===== src/rtl/slot_pkg.sv =====
// -----------------------------------------------------------------------------
// slot_pkg
// Types, widths, payout defaults and the scoring function shared by the
// slot-machine spin controller and its reel sub-module.
// -----------------------------------------------------------------------------
package slot_pkg;

    localparam int REEL_W            = 4;
    localparam int CREDIT_W          = 8;
    localparam int PAYOUT_TRIPLE_DEF = 10;
    localparam int PAYOUT_PAIR_DEF   = 2;

    typedef enum logic [2:0] {
        ST_IDLE  = 3'd0,
        ST_SPIN3 = 3'd1,
        ST_SPIN2 = 3'd2,
        ST_SPIN1 = 3'd3,
        ST_EVAL  = 3'd4
    } slot_state_t;

    // Three of a kind beats a pair; a pair is any two reels equal.
    function automatic logic [CREDIT_W-1:0] payout_f(
        input logic [REEL_W-1:0]   a,
        input logic [REEL_W-1:0]   b,
        input logic [REEL_W-1:0]   c,
        input logic [CREDIT_W-1:0] triple_amt,
        input logic [CREDIT_W-1:0] pair_amt
    );
        logic [CREDIT_W-1:0] result;
        if ((a == b) && (b == c)) begin
            result = triple_amt;
        end else if ((a == b) || (b == c) || (a == c)) begin
            result = pair_amt;
        end else begin
            result = '0;
        end
        return result;
    endfunction

endpackage


===== src/rtl/slot_spin_controller_reel.sv =====
// -----------------------------------------------------------------------------
// slot_reel
// One reel: a value register that, while moving, advances on each tick by
// 1 + step_extra and wraps modulo REEL_MAX+1. When not moving the value holds.
// Ports:
//   clk, rst_n   clock, async active-low reset (value resets to 0)
//   move         reel is spinning
//   tick         reel-advance tick
//   step_extra   additional step (0..3) added on top of the base +1
//   value        current reel value
// -----------------------------------------------------------------------------
module slot_reel
    import slot_pkg::*;
#(
    parameter int REEL_MAX = 9
)(
    input  logic              clk,
    input  logic              rst_n,
    input  logic              move,
    input  logic              tick,
    input  logic [1:0]        step_extra,
    output logic [REEL_W-1:0] value
);

    logic [REEL_W-1:0] value_q, value_d;
    logic [REEL_W:0]   sum;
    logic [REEL_W:0]   wrapped;

    // Modulo by a constant keeps the wrap correct even if a large step
    // crosses REEL_MAX more than once for small REEL_MAX.
    always_comb begin
        sum     = {1'b0, value_q} + (REEL_W+1)'(step_extra) + (REEL_W+1)'(1);
        wrapped = sum % (REEL_W+1)'(REEL_MAX + 1);
        value_d = value_q;
        if (move && tick) begin
            value_d = wrapped[REEL_W-1:0];
        end
    end

    always_ff @(posedge clk or negedge rst_n) begin
        if (!rst_n) begin
            value_q <= '0;
        end else begin
            value_q <= value_d;
        end
    end

    assign value = value_q;

endmodule


===== src/rtl/slot_spin_controller.sv =====
// -----------------------------------------------------------------------------
// slot_spin_controller
// Runs one slot-machine round: a spin request debits a credit, three reels
// animate, reels freeze in order 1,2,3 on stop presses or auto-timeout, then
// the final triple is scored and the payout credited (saturating at 255).
// Ports:
//   clk, rst_n                    clock, async active-low reset
//   spin_btn, stop_btn            synchronous levels, rising edge acts
//   slot1_num..slot3_num          reel values to the display encoder
//   credits                       credit balance
//   busy                          round in progress
//   win_pulse                     one cycle when a nonzero payout lands
//   win_amount                    last payout, cleared on next accepted spin
// Build option: define SLOT_LFSR_STEP_EN to give each reel a pseudo-random
// per-tick step of 1..4 from a free-running 8-bit LFSR.
//
// state    | meaning
// ---------+---------------------------------------------
// ST_IDLE  | waiting for a spin edge with credits > 0
// ST_SPIN3 | reels 1,2,3 moving
// ST_SPIN2 | reels 2,3 moving
// ST_SPIN1 | reel 3 moving
// ST_EVAL  | one cycle: score triple, credit payout
// -----------------------------------------------------------------------------
module slot_spin_controller
    import slot_pkg::*;
#(
    parameter int REEL_MAX        = 9,
    parameter int TICK_DIV        = 2500000,
    parameter int AUTO_STOP_TICKS = 40,
    parameter int INIT_CREDITS    = 10,
    parameter int PAYOUT_TRIPLE   = PAYOUT_TRIPLE_DEF,
    parameter int PAYOUT_PAIR     = PAYOUT_PAIR_DEF
)(
    input  logic                clk,
    input  logic                rst_n,
    input  logic                spin_btn,
    input  logic                stop_btn,
    output logic [REEL_W-1:0]   slot1_num,
    output logic [REEL_W-1:0]   slot2_num,
    output logic [REEL_W-1:0]   slot3_num,
    output logic [CREDIT_W-1:0] credits,
    output logic                busy,
    output logic                win_pulse,
    output logic [CREDIT_W-1:0] win_amount
);

    localparam int TICK_W = (TICK_DIV > 1) ? $clog2(TICK_DIV) : 1;
    localparam int AUTO_W = $clog2(AUTO_STOP_TICKS + 1);

    slot_state_t         state_q, state_d;
    logic [TICK_W-1:0]   tick_cnt_q, tick_cnt_d;
    logic [AUTO_W-1:0]   auto_cnt_q, auto_cnt_d;
    logic                spin_prev_q, spin_prev_d;
    logic                stop_prev_q, stop_prev_d;
    logic [CREDIT_W-1:0] credits_q, credits_d;
    logic                busy_q, busy_d;
    logic                win_pulse_q, win_pulse_d;
    logic [CREDIT_W-1:0] win_amount_q, win_amount_d;

    logic                spin_edge, stop_edge, spinning, tick, auto_hit, stop_evt;
    logic                move1, move2, move3;
    logic [1:0]          step1, step2, step3;
    logic [CREDIT_W-1:0] payout;
    logic [CREDIT_W:0]   credit_sum;

    assign spin_edge = spin_btn & ~spin_prev_q;
    assign stop_edge = stop_btn & ~stop_prev_q;
    assign spinning  = state_q inside {ST_SPIN3, ST_SPIN2, ST_SPIN1};
    assign tick      = spinning && (tick_cnt_q == TICK_W'(TICK_DIV - 1));
    assign auto_hit  = spinning && (auto_cnt_q == AUTO_W'(AUTO_STOP_TICKS));
    // A press and a timeout in the same cycle collapse into one stop.
    assign stop_evt  = spinning && (stop_edge || auto_hit);

    // Reel enables come from the current state, so the reel being stopped
    // still takes a coincident tick before it freezes.
    assign move1 = (state_q == ST_SPIN3);
    assign move2 = (state_q == ST_SPIN3) || (state_q == ST_SPIN2);
    assign move3 = spinning;

`ifdef SLOT_LFSR_STEP_EN
    logic [7:0] lfsr_q, lfsr_d;

    // x^8+x^6+x^5+x^4+1, Fibonacci form; free-running in every state.
    always_comb begin
        lfsr_d = {lfsr_q[6:0], lfsr_q[7] ^ lfsr_q[5] ^ lfsr_q[4] ^ lfsr_q[3]};
    end

    always_ff @(posedge clk or negedge rst_n) begin
        if (!rst_n) begin
            lfsr_q <= 8'h01;
        end else begin
            lfsr_q <= lfsr_d;
        end
    end

    assign step1 = lfsr_q[1:0];
    assign step2 = lfsr_q[3:2];
    assign step3 = lfsr_q[5:4];
`else
    assign step1 = 2'd0;
    assign step2 = 2'd0;
    assign step3 = 2'd0;
`endif

    slot_reel #(.REEL_MAX(REEL_MAX)) u_reel1 (
        .clk(clk), .rst_n(rst_n), .move(move1), .tick(tick),
        .step_extra(step1), .value(slot1_num)
    );
    slot_reel #(.REEL_MAX(REEL_MAX)) u_reel2 (
        .clk(clk), .rst_n(rst_n), .move(move2), .tick(tick),
        .step_extra(step2), .value(slot2_num)
    );
    slot_reel #(.REEL_MAX(REEL_MAX)) u_reel3 (
        .clk(clk), .rst_n(rst_n), .move(move3), .tick(tick),
        .step_extra(step3), .value(slot3_num)
    );

    assign payout     = payout_f(slot1_num, slot2_num, slot3_num,
                                 CREDIT_W'(PAYOUT_TRIPLE), CREDIT_W'(PAYOUT_PAIR));
    assign credit_sum = {1'b0, credits_q} + {1'b0, payout};

    always_comb begin
        state_d      = state_q;
        spin_prev_d  = spin_btn;
        stop_prev_d  = stop_btn;
        credits_d    = credits_q;
        busy_d       = busy_q;
        win_pulse_d  = 1'b0;
        win_amount_d = win_amount_q;
        tick_cnt_d   = '0;
        auto_cnt_d   = '0;

        if (spinning) begin
            tick_cnt_d = tick ? '0 : tick_cnt_q + TICK_W'(1);
            if (stop_evt) begin
                auto_cnt_d = '0;
            end else if (tick) begin
                auto_cnt_d = auto_cnt_q + AUTO_W'(1);
            end else begin
                auto_cnt_d = auto_cnt_q;
            end
        end

        case (state_q)
            ST_IDLE: begin
                if (spin_edge && (credits_q != '0)) begin
                    credits_d    = credits_q - CREDIT_W'(1);
                    win_amount_d = '0;
                    busy_d       = 1'b1;
                    state_d      = ST_SPIN3;
                end
            end
            ST_SPIN3: if (stop_evt) state_d = ST_SPIN2;
            ST_SPIN2: if (stop_evt) state_d = ST_SPIN1;
            ST_SPIN1: if (stop_evt) state_d = ST_EVAL;
            ST_EVAL: begin
                credits_d    = credit_sum[CREDIT_W] ? '1 : credit_sum[CREDIT_W-1:0];
                win_amount_d = payout;
                win_pulse_d  = (payout != '0);
                busy_d       = 1'b0;
                state_d      = ST_IDLE;
            end
            default: state_d = ST_IDLE;
        endcase
    end

    always_ff @(posedge clk or negedge rst_n) begin
        if (!rst_n) begin
            state_q      <= ST_IDLE;
            tick_cnt_q   <= '0;
            auto_cnt_q   <= '0;
            spin_prev_q  <= 1'b0;
            stop_prev_q  <= 1'b0;
            credits_q    <= CREDIT_W'(INIT_CREDITS);
            busy_q       <= 1'b0;
            win_pulse_q  <= 1'b0;
            win_amount_q <= '0;
        end else begin
            state_q      <= state_d;
            tick_cnt_q   <= tick_cnt_d;
            auto_cnt_q   <= auto_cnt_d;
            spin_prev_q  <= spin_prev_d;
            stop_prev_q  <= stop_prev_d;
            credits_q    <= credits_d;
            busy_q       <= busy_d;
            win_pulse_q  <= win_pulse_d;
            win_amount_q <= win_amount_d;
        end
    end

    assign credits    = credits_q;
    assign busy       = busy_q;
    assign win_pulse  = win_pulse_q;
    assign win_amount = win_amount_q;

endmodule


===== config.mk =====
export PLATFORM = sky130hd
export DESIGN_NAME = slot_spin_controller
export DESIGN_NICKNAME = d
export VERILOG_FILES = /design/src/rtl/slot_pkg.sv /design/src/rtl/slot_spin_controller_reel.sv /design/src/rtl/slot_spin_controller.sv
export SDC_FILE = /design/constraint.sdc
export NUM_CORES = 1
export LEC_CHECK = 0
export CORE_AREA = 2 2 88 90
export DETAILED_ROUTE_END_ITERATION = 10
export DIE_AREA = 0 0 90 92
export GPL_TIMING_DRIVEN = 0
export MAX_ROUTING_LAYER = met4
export PLACE_DENSITY = 0.78
export SYNTH_ARGS = -nofsm -noshare
export SYNTH_HDL_FRONTEND = slang
export SYNTH_HIERARCHICAL = 1
export SYNTH_SLANG_ARGS = --single-unit
export TNS_END_PERCENT = 1

===== constraint.sdc =====
create_clock -name clk -period 5.79 [get_ports clk]
set_clock_uncertainty 0.15 [all_clocks]
set_input_delay 1.158 -clock clk [delete_from_list [all_inputs] [get_ports clk]]
set_output_delay 1.158 -clock clk [all_outputs]
set_load 0.005 [all_outputs]

-- Word level (Yosys, flattened, before mapping)
Cells that the tools add are included.
- register bits: 63
- bits of input ports: 4
- output and inout port bits: 30
- logic and storage cells: 79
- add/subtract/negate cells: 7
- divide/modulo/power cells: 3
- equality and inequality tests: 14
- muxes and demuxes: 20
- bitwise logic cells: 4
- reductions and logical operators: 19
- operators with widths (operator ; number):
    $mux 22 ; 2
    $mux 8 ; 4
    $pmux 8 s2 ; 2
    $add 22x1->22 const B ; 1
    $eq 22x22->1 const B ; 1
    $mux 6 ; 3
    $reduce_bool 8->1 ; 2
    $add 4x1->5 const B ; 3
    $mod 5x4->5 const B ; 3
    $eq 4x4->1 ; 3
    $mux 3 ; 4
    $pmux 3 s4 ; 1
    $add 8x8->9 ; 1
    $logic_and 1x1->1 ; 8
    $ne 2x2->1 const B ; 4
    $sub 8x1->8 const B ; 1
    $add 6x1->6 const B ; 1
    $eq 3x2->1 const B ; 2
    $eq 6x6->1 const B ; 1
    $logic_or 1x1->1 ; 4
    $reduce_and 4->1 ; 1
    $eq 3x1->1 const B ; 1
    $eq 3x3->1 const B ; 1
    $logic_not 3->1 ; 1
    9 further kinds ; 12

-- Longest topological paths before layout
- depth in word-level cells: 8
- gate-level depth with buffers: 13
- gate-level depth less buffers: 12

-- By module
Netlist, hierarchy kept.
- by module, submodules not included (module ; instances ; cells each ; area each (um2) ; seq. area each (um2)):
    slot_spin_controller ; 1 ; 292 ; 2745.1 ; 1128.6
    slot_reel at u_reel1 ... ; 2 ; 43 ; 347.8 ; 100.1
    slot_reel at u_reel3 ; 1 ; 60 ; 516.7 ; 100.1

-- Worst setup path before layout
No wires, ideal clock.
- kind: reg-to-reg
- start point: register u_reel3.value_q[0] (netlist: u_reel3/value[0])
- end point: register u_reel3.value_q[1] (netlist: u_reel3/value[1])
- setup time: 134 ps
- arrival time: 2428 ps
- data required time: 5506 ps
- path slack: 3079 ps
- cell stages (with the launch flop): 13
- path buffers: 1
- period minus slack after synthesis: 2711 ps
- path through: dfrtp_1 inv_1 ha_1 inv_1 fa_1 buf_6 xor2_1 ha_1 inv_1 o31ai_1 o2bb2ai_2 a221oi_2 a31oi_1
- word-level cells in the longest chain between the ends: 2
- RTL lines (item ; line ; RTL):
    start, declared ; slot_spin_controller_reel.sv:25 ; logic [REEL_W-1:0] value_q, value_d;
    start signal, assigned ; slot_spin_controller_reel.sv:44 ; value_q <= value_d;
    $add 4x1->5 ; slot_spin_controller_reel.sv:32 ; sum = {1'b0, value_q} + (REEL_W+1)'(step_extra) + (REEL_W+1)'(1);
    $mod 5x4->5 ; slot_spin_controller_reel.sv:33 ; wrapped = sum % (REEL_W+1)'(REEL_MAX + 1);
Every way passes these cells.
A chain may end at the register's enable or synchronous reset.

-- Worst setup path after layout
- start point: register tick_cnt_q[11]
- end point: register u_reel3.value_q[2] (netlist: u_reel3/value[2])
- word-level cells in the longest chain between the ends: 3
- RTL lines (item ; line ; RTL):
    start, declared ; slot_spin_controller.sv:52 ; logic [TICK_W-1:0] tick_cnt_q, tick_cnt_d;
    start signal, assigned ; slot_spin_controller.sv:181 ; tick_cnt_q <= tick_cnt_d;
    $eq 22x22->1 ; slot_spin_controller.sv:70 ; assign tick = spinning && (tick_cnt_q == TICK_W'(TICK_DIV - 1));
    $logic_and 1x1->1 ; slot_spin_controller.sv:70 ;
    via tick ; slot_spin_controller.sv:61 ; logic spin_edge, stop_edge, spinning, tick, auto_hit, stop_evt;
    $logic_and 1x1->1 ; slot_spin_controller_reel.sv:35 ; if (move && tick) begin
The timed path passes the listed nets, and every way through them passes these cells.

==> flow_summary.json <==
{
  "fin_crit_ns": 3.04,
  "ant_nets": 0,
  "final_util_pct": 62.3,
  "rsz0062_at_grt": "no",
  "dieWidth_um": 90,
  "path_cells": "nor4b_1 -> nand3_1 -> or2_1 -> inv_1 -> nand2_1 -> nor2_1 -> a21boi_0 -> a211oi_2",
  "slowest_stage": "nor4b_1",
  "synth_flop_cell": "dfrtp_1",
  "synth_top_area_share_pct": 34.8,
  "antenna_cells": 0,
  "ys_warn_count": 6,
  "drc": 0,
  "slew_headroom_pct": 39.8,
  "fin_nets": 514,
  "fmax_mhz": 329,
  "synth_top_cell_by_area": "dfrtp_1",
  "track_usage_pct": 22.5,
  "yosys.cell_count.top_type": "dfrtp_1",
  "cts_setup_buffers": 0,
  "grt_overflow": 0,
  "start_util_pct": 53.1,
  "synth_edf_count": 0,
  "cts-resized-gates": 0,
  "ir_drop_uv": 222,
  "p_per_area_mw_per_mm2": 290,
  "grt_pass1_vias": 3233,
  "clk_latency_ns": 0.34,
  "hold_class": "reg2reg",
  "gp_congestion": 0.909,
  "maxSlewViolCount": 0,
  "grt_max_degree": 40,
  "viasPerCell": 5.81,
  "synth_area_leaders": "dfrtp_1 35%, xnor2_1 5.5%, ha_1 5.1%, nor2_1 3.3%, nand2_1 3.0%",
  "syn_area_mm2": 0.00396,
  "hold_viol_final": 0,
  "dr.pass1.iters": 5,
  "drt_iter0_drc": 229,
  "ys_seq_area_share_pct": 36.1,
  "synth.avg_cell_area_um2": 9.04,
  "critPathMaxStageDelay_ns": 0.59,
  "grt_pass1_wl_mm": 14.8,
  "cp.required_ns": 5.85,
  "crit_type": "reg2reg",
  "cts_buffers": 9,
  "coreArea_mm2": 0.00745,
  "status": "complete, no violations",
  "io_pins": 34,
  "drv_cap": 0,
  "cts_root_buf": "clkbuf_8",
  "ys_seq_elements": 57,
  "drive_gt1_share_pct": 11.7,
  "vias": 3473,
  "critPathLaunchType": "flip-flop",
  "fin_crit_sh_pct": 52.5,
  "critPathCaptureType": "flip-flop",
  "p_leak_uw": 0.00187,
  "post_synth_most_frequent_cells": "55 x dfrtp_1, 35 x nor2_1, 32 x nand2_1",
  "cp_top_family": "simple AND/OR/NAND/NOR gates",
  "setup_viol": 0,
  "synthDistinctLibCells": 71,
  "cts_tree": "yes",
  "dieArea_mm2": 0.00828,
  "cp.arrival_ns": 3.10,
  "port_buffers": 27,
  "tightest_slew_ns": 0.900,
  "crit_path_max_fanout": 11,
  "antenna_found_initial": 0,
  "ctsHoldBuffers": 0,
  "area_growth_pct": 17.3,
  "clkSinkCount": 57,
  "routed_wl_mm": 8.53,
  "routedWlPerCell_um": 14.3,
  "fin_tns_setup_ns": 0,
  "synthCells": 438,
  "die_h_um": 92,
  "cts.reportedPaths.clkPinSlew_ns": 0.07,
  "dp_hpwl_mm": 6.03,
  "crit_buf_inv": 1,
  "synthArstFlopShare_pct": 100,
  "cts.path.max_buffers": 2,
  "htree_levels": 3,
  "post-layout-total-power_uw": 1340,
  "placementRows": 32
}
## cell type report
| class | count | area, um^2 |
|---|---|---|
| Timing Repair Buffer | 28 | 285 |
| Inverter | 28 | 105 |
| Fill cell | 655 | 2810 |
| Tap cell | 102 | 128 |
| Clock buffer | 14 | 183 |
| Buffer | 26 | 154 |
| Sequential cell | 57 | 1430 |
| Clock inverter | 2 | 35.0 |
| Multi-Input combinational cell | 341 | 2320 |
## flip-flops by register name, indices dropped and copies added (netlist names)
name,flops
auto_cnt_q,6
busy,1
credits,8
spin_prev_q,1
state_q,3
stop_prev_q,1
tick_cnt_q,22
u_reel1/value,4
u_reel2/value,4
u_reel3/value,4
win_amount,2
win_pulse,1
## metrics by stage
stage	std cells	hold WS [ns]	setup slack [ns]	instance area (um^2)
floorplan	452	0.305	3.08	4010
global placement	581	0.313	1.59	4410
detailed placement	582	0.316	2.45	4420
CTS	598	0.332	2.82	4640
global route	598	0.342	2.45	4640
finish	598	0.329	2.75	4640
## per-layer routing
metal / track usage [%] / vias up / share of wire, %
met4: 8.33 / 0 / 1.3
met5: - / - / 0
li1: - / 1710 / -
met1: 27.9 / 1675 / 45
met3: 4.27 / 10 / 3.7
met2: 37.1 / 78 / 50
## worst paths after layout
path / from / end / slack [ns] / cells past startpoint
min in group asynchronous: rst_n / tick_cnt_q[2] / 0.61 / 1
max in group asynchronous: rst_n / credits[3] / 4.25 / 2
hold reg to reg: busy / busy / 0.33 / 1
setup / recovery: tick_cnt_q[11] / u_reel3/value[2] / 2.75 / 8
setup reg to reg: tick_cnt_q[11] / u_reel3/value[2] / 2.75 / 8
hold / removal: busy / busy / 0.33 / 1
## kinds of logic (layout without fill, tap and decap cells)
group                    Yosys count  count (layout)  share of synthesized area, %
AND/OR/NAND/NOR                  162             162                          23.1
AO/OA/AOI/OAI                    108             108                          19.1
flip-flops                        57              57                          36.1
buffers and inverters             54              98                          6.54
XOR/XNOR                          30              30                          6.64
adder cells (fa/ha/maj)           19              19                          6.58
multiplexers                       7               7                          1.80
other                              1              15                        0.0948
## report_power, final
group	internal [uW]	leakage (uW)	switching (uW)	total, uW
Sequential	454	0.000731	53.9	508
Clock	245	0.000113	161	406
Combinational	181	0.00103	248	430
## cell usage in the layout (no fill, tap or decap), types with 8 or more instances in the layout
cell,synthesis,layout
dfrtp_1,55,55
nor2_1,35,35
nand2_1,32,32
clkdlybuf4s50_1,0,26
xnor2_1,25,25
inv_1,24,24
a21oi_1,22,22
a31oi_1,17,17
o21ai_0,17,17
ha_1,16,16
conb_1,1,15
nand3_1,13,13
nor3_1,13,13
clkbuf_8,0,13
clkbuf_1,10,11
nand4_1,10,10
o31ai_1,10,10
or4_1,10,10
a211oi_1,8,8
Power figures use the tool's default switching activity.
